File: config.mk
export PLATFORM = sky130hd
export DESIGN_NAME = seq_stream_ctrl
export DESIGN_NICKNAME = d
export VERILOG_FILES = /design/src/rtl/seq_pkg.sv /design/src/rtl/seq_stream_ctrl_tick_gen.sv /design/src/rtl/seq_stream_ctrl.sv
export SDC_FILE = /design/constraint.sdc
export NUM_CORES = 1
export LEC_CHECK = 0
export BUFFER_PORTS_ARGS = -buffer_cell sky130_fd_sc_hd__buf_2
export CORE_MARGIN = 2
export CORE_UTILIZATION = 49
export CTS_CLUSTER_DIAMETER = 40
export DETAILED_ROUTE_END_ITERATION = 10
export PLACE_DENSITY = 0.72
export SETUP_SLACK_MARGIN = 0.5
export SYNTH_ARGS = -nofsm -noshare
export SYNTH_HDL_FRONTEND = slang
export SYNTH_SLANG_ARGS = --single-unit
File: constraint.sdc
create_clock -name clk -period 1.7 [get_ports clk]
set_clock_uncertainty 0.1 [all_clocks]
set_input_delay 0.255 -clock clk [delete_from_list [all_inputs] [get_ports clk]]
set_output_delay 0.255 -clock clk [all_outputs]
set_load 0.05 [all_outputs]
File: src/rtl/seq_pkg.sv
// seq_pkg: shared state encoding, default sizes and width helper for the sequencer
package seq_pkg;
  typedef enum logic [1:0] {IDLE, SHIFT, SAMPLE, DONE} state_t;
  localparam int DEF_WIDTH = 16;
  localparam int DEF_DIV = 4;
  localparam int DEF_CNT_W = 5;
  function automatic int tick_w(input int div);
    return div > 1 ? $clog2(div) : 1;
  endfunction
endpackage

File: src/rtl/seq_stream_ctrl_tick_gen.sv
// tick_gen: clock-enable divider giving a one-cycle registered strobe every DIV running cycles
module tick_gen
  import seq_pkg::*;
#(
  parameter int DIV = DEF_DIV
) (
  input  logic clk,
  input  logic rst,
  input  logic clr,
  input  logic en,
  output logic tick
);
  localparam int TW = tick_w(DIV);
  localparam logic [TW-1:0] LAST = TW'(DIV - 1);
  logic [TW-1:0] cnt;
  logic [TW-1:0] cnt_next;
  always_comb cnt_next = clr || cnt == LAST ? '0 : cnt + 1'b1;
  always_ff @(posedge clk or negedge rst)
    if (!rst) begin
      cnt <= '0;
      tick <= 1'b0;
    end else begin
      cnt <= en ? cnt_next : '0;
      tick <= en && cnt_next == LAST;
    end
endmodule

File: src/rtl/seq_stream_ctrl.sv
// seq_stream_ctrl: serialises a latched pattern into the sequence detector and counts its hits
module seq_stream_ctrl
  import seq_pkg::*;
#(
  parameter int WIDTH = DEF_WIDTH,
  parameter int DIV = DEF_DIV,
  parameter int CNT_W = DEF_CNT_W
) (
  input  logic             clk,
  input  logic             rst,
  input  logic             start,
  input  logic [WIDTH-1:0] pattern,
  input  logic             det_b,
  output logic             seq_out,
  output logic             seq_en,
  output logic             busy,
  output logic             done,
  output logic [CNT_W-1:0] hit_count
);
  localparam int BW = $clog2(WIDTH + 1);
  localparam logic [BW-1:0] LAST_BIT = BW'(WIDTH - 1);
  state_t state;
  state_t state_next;
  logic [WIDTH-1:0] sr;
  logic [BW-1:0] bit_cnt;
  logic sample;
  logic accept;
  logic last;
  assign seq_out = sr[WIDTH-1];
  always_comb begin
    accept = state == IDLE && start;
    last = seq_en && bit_cnt == LAST_BIT;
    state_next = state == IDLE ? (start ? SHIFT : IDLE) :
                 state == SHIFT ? (last ? SAMPLE : SHIFT) :
                 state == SAMPLE ? DONE : IDLE;
  end
  always_ff @(posedge clk or negedge rst)
    if (!rst) state <= IDLE;
    else state <= state_next;
  always_ff @(posedge clk or negedge rst)
    if (!rst) begin
      sr <= '0;
      bit_cnt <= '0;
      sample <= 1'b0;
      hit_count <= '0;
      busy <= 1'b0;
      done <= 1'b0;
    end else begin
      sr <= accept ? pattern : seq_en ? sr << 1 : sr;
      bit_cnt <= accept ? '0 : seq_en ? bit_cnt + 1'b1 : bit_cnt;
      sample <= seq_en;
      hit_count <= accept ? '0 : sample && det_b && !(&hit_count) ? hit_count + 1'b1 : hit_count;
      busy <= state_next == SHIFT || state_next == SAMPLE;
      done <= state_next == DONE;
    end
  tick_gen #(.DIV(DIV)) u_tick (
    .clk(clk),
    .rst(rst),
    .clr(accept),
    .en(state_next == SHIFT),
    .tick(seq_en)
  );
endmodule

==> results.sh <==
export IMPL_status="finished with violations"
export IMPL_violations="negative hold slack, negative setup slack"
export IMPL_place_hpwl_mm=2.187
export IMPL_worstHoldPathType="primary input to register"
export IMPL_dp_cells=216
export IMPL_vias=1296
export IMPL_drv_cap=0
export IMPL_cts_root_buf="clkbuf_4"
export IMPL_cp_num_buf_inv=0
export IMPL_fin_crit_ps=1908
export IMPL_path_delay_family="simple AND/OR/NAND/NOR gates"
export IMPL_r2r_slack_ps=-210
export IMPL_final_cells=249
export IMPL_antenna_found_initial=0
export IMPL_power_uw=3961
export IMPL_n_antenna_cell=0
export IMPL_port_buffers=28
export IMPL_cp_arrival_ps=2040
export IMPL_final_max_slew_viol_count=0
export IMPL_area_delta_synth_final_pct=58.66
export IMPL_synth_area_mm2=0.001589
export IMPL_worstMarginPinSlew_ps=324.9
export IMPL_synth_nets=167
export IMPL_grt_pass1_wl_mm=6.113
export IMPL_cp_end_kind="register"
export IMPL_synthCells=140
export IMPL_crit_chain="ha_2 -> and3_4 -> ha_4 -> nand3_4 -> o21a_1 -> ha_4 -> nand2b_4 -> nor4b_4"
export IMPL_die_area_mm2=0.003714
export IMPL_power_per_cell_area_mw_per_mm2=1571
export IMPL_cts_buffer_depth=2
export IMPL_rsz0062_at_grt="true"
export IMPL_worst_endpoint_required_ps=1830
export IMPL_netlist_area_leader_share=0.5354
export IMPL_peakVddDrop_mv=0.8536
export IMPL_synth_area_leaders="dfrtp_1 54%, mux2i_1 11%, ha_1 5.5%"
export IMPL_crit_path_start_kind="register"
export IMPL_track_usage=0.2333
export IMPL_initial_core_util=0.5163
export IMPL_clock_sinks=34
export IMPL_worst_slack_ps=-207.6
export IMPL_slew_headroom=0.7834
export IMPL_die_h_um=60.95
export IMPL_seqCellArea_um2=857.1
export IMPL_synth_distinct_cells=29
export IMPL_grt_overflow_total=0
export IMPL_finalSetupViolCount=7
export IMPL_core_area_mm2=0.003078
export IMPL_drt_iter0_markers=41
export IMPL_fmax_mhz=524.2
export IMPL_numCtsBuffers=5
export IMPL_drt_first_pass_iters=4
export IMPL_nets=231
export IMPL_critPathSlowestCell="dfrtp_1"
export IMPL_yosysSeqAreaShare=0.5354
export IMPL_path_class="register to register"
export IMPL_cts_tree="yes"
export IMPL_route_detailed_drc=0
export IMPL_drive_above_1_share=0.5610
export IMPL_cts_reportedPaths_clkPinSlew_ps=120
export IMPL_crit_fanout=3
export IMPL_crit_top_cell="ha_4"
export IMPL_fillers=175
export IMPL_multi_input_area_um2=895.9
export IMPL_slowest_delay_ps=400
export IMPL_drtAntennaViolNets=0
export IMPL_grt_max_degree=22
export IMPL_rows=20
export IMPL_yosysWarnings=0
export IMPL_hold_viol=2
export IMPL_num_io_pins=29
export IMPL_place_gp_congestion=0.7515
export IMPL_die_w_um=60.95
export IMPL_insertion_delay_ps=360
export IMPL_cts_htree_levels=2
export IMPL_ys_ff_latch=34
export IMPL_yosysTopAreaCell="dfrtp_1"
export IMPL_vias_per_cell=5.205
export IMPL_wire_per_inst_um=16.89
export IMPL_p_leak_uw=0.001145
export IMPL_drt_wl_total_mm=4.206
export IMPL_grt_pass1_vias=1357
export IMPL_timing_hold_ws_ps=-7.209
export IMPL_synth_area_per_cell_um2=11.35
export IMPL_post_route_period_util=1.122
[synth_stat cells, drive strengths merged]
master / instances
dfrtp: 34
nand2: 19
o21ai: 19
mux2i: 18
nor2: 10
buf: 7
ha: 7
xor2: 4
inv: 3
and3: 2
nand2b: 2
nand3: 2
nor3b: 2
a21oi: 1
mux2: 1
nand3b: 1
nand4: 1
nand4b: 1
nor2b: 1
nor3: 1
nor4b: 1
o21a: 1
or3: 1
xnor2: 1
[layer usage]
| metal | track usage | vias up | part of all wire | wire, um |
|---|---|---|---|---|
| met5 | 0 | - | 0 | 0 |
| met4 | 0.09938 | 0 | 0.024 | 103 |
| met3 | 0.06183 | 12 | 0.036 | 151 |
| met2 | 0.4209 | 34 | 0.55 | 2321 |
| met1 | 0.2579 | 640 | 0.39 | 1629 |
| li1 | - | 610 | - | - |
[worst register-to-register path: cells and delay by family (launching register included)]
kind	cells	cell delay, ps
flops	1	400
simple gates	4	580
fa+ha+maj	3	520
compound gates	1	180
[layout make-up]
class	count	share of cell area
tap	44	0.02184
inverter	3	0.004466
multi-input combinational	96	0.3553
clock inverter	1	0.001985
timing repair buffer	64	0.2546
sequential	34	0.3400
clock buffer	7	0.02184
[path summary, 6_finish.rpt]
kind / cells past startpoint / end / start
worst min register to register: 0 / sample / u_tick.tick
worst min-delay path: 3 / sr[13] / pattern[13]
max in group asynchronous: 3 / state[0] / rst
worst max register to register: 8 / u_tick.tick / bit_cnt[1]
min in group asynchronous: 2 / sr[13] / rst
worst max-delay path: 8 / u_tick.tick / bit_cnt[1]
[cell families (layout without fill, tap and decap cells)]
group                      Yosys count  in the layout  share of synthesized area
AOI/OAI and AO/OA                   21             21                    0.06771
xor gates and xnor gates             5              5                    0.02756
adders and majority gates            7              7                    0.05512
DFF                                 34             34                     0.5354
muxes                               19             19                     0.1205
and+or+nand+nor                     44             44                     0.1504
buffers and inverters               10             75                    0.04330
[where the power goes]
group          switching [uW]  leakage [uW]  internal (uW)  total (uW)
Combinational            1010      0.000688           1070        2080
Clock                     284     0.0000353            200         484
Sequential                253      0.000422           1150        1400
Total                    1540       0.00115           2420        3960
[repair_timing]
action,CTS,global route
setup endpoints to repair,42,42
gates resized for setup,38,36
pin swaps,7,7
buffers inserted,12,6
hold endpoints to repair,12,2
gates cloned,2,2
hold buffers,1,2
[metrics by stage]
| step | setup TNS [ps] | util | setup WS (ps) | cell area, um^2 | hold WS [ps] |
|---|---|---|---|---|---|
| after floorplan | -176.7 | - | -120.7 | 1703 | -140.6 |
| after global placement | -61.91 | 0.6207 | -61.91 | 1911 | 59.12 |
| after detailed placement | -309.1 | 0.6207 | -208.3 | 1911 | 67.31 |
| after CTS | -355.2 | 0.7415 | -130.5 | 2282 | 4.043 |
| after global routing | -1166 | 0.8191 | -255.8 | 2521 | -4.891 |
| final | -752.0 | 0.8191 | -207.6 | 2521 | -7.209 |
[cells in the final DEF (no fill, tap or decap), types with 2 or more instances in the layout]
master         count
nand2_1           10
and3_4             2
buf_8              3
o21ai_2            8
nor2_1             8
o21ai_1            8
buf_2             19
mux2i_1           18
buf_6             21
xor2_1             3
buf_12             2
nand2_2            6
dfrtp_1           29
clkbuf_16          2
dlygate4sd3_1      3
dfrtp_2            5
ha_4               4
buf_16             2
clkbuf_4           5
ha_2               2
inv_1              2
nand2_4            3
buf_4             12
o21ai_4            2
[flip-flops by register name, summed over array words and instances, names as in the netlist, 2 cells and up]
name and count:
sr 16, bit_cnt 5, hit_count 5, state 2
u_tick.cnt 2
(Power assumes the default switching activity.)
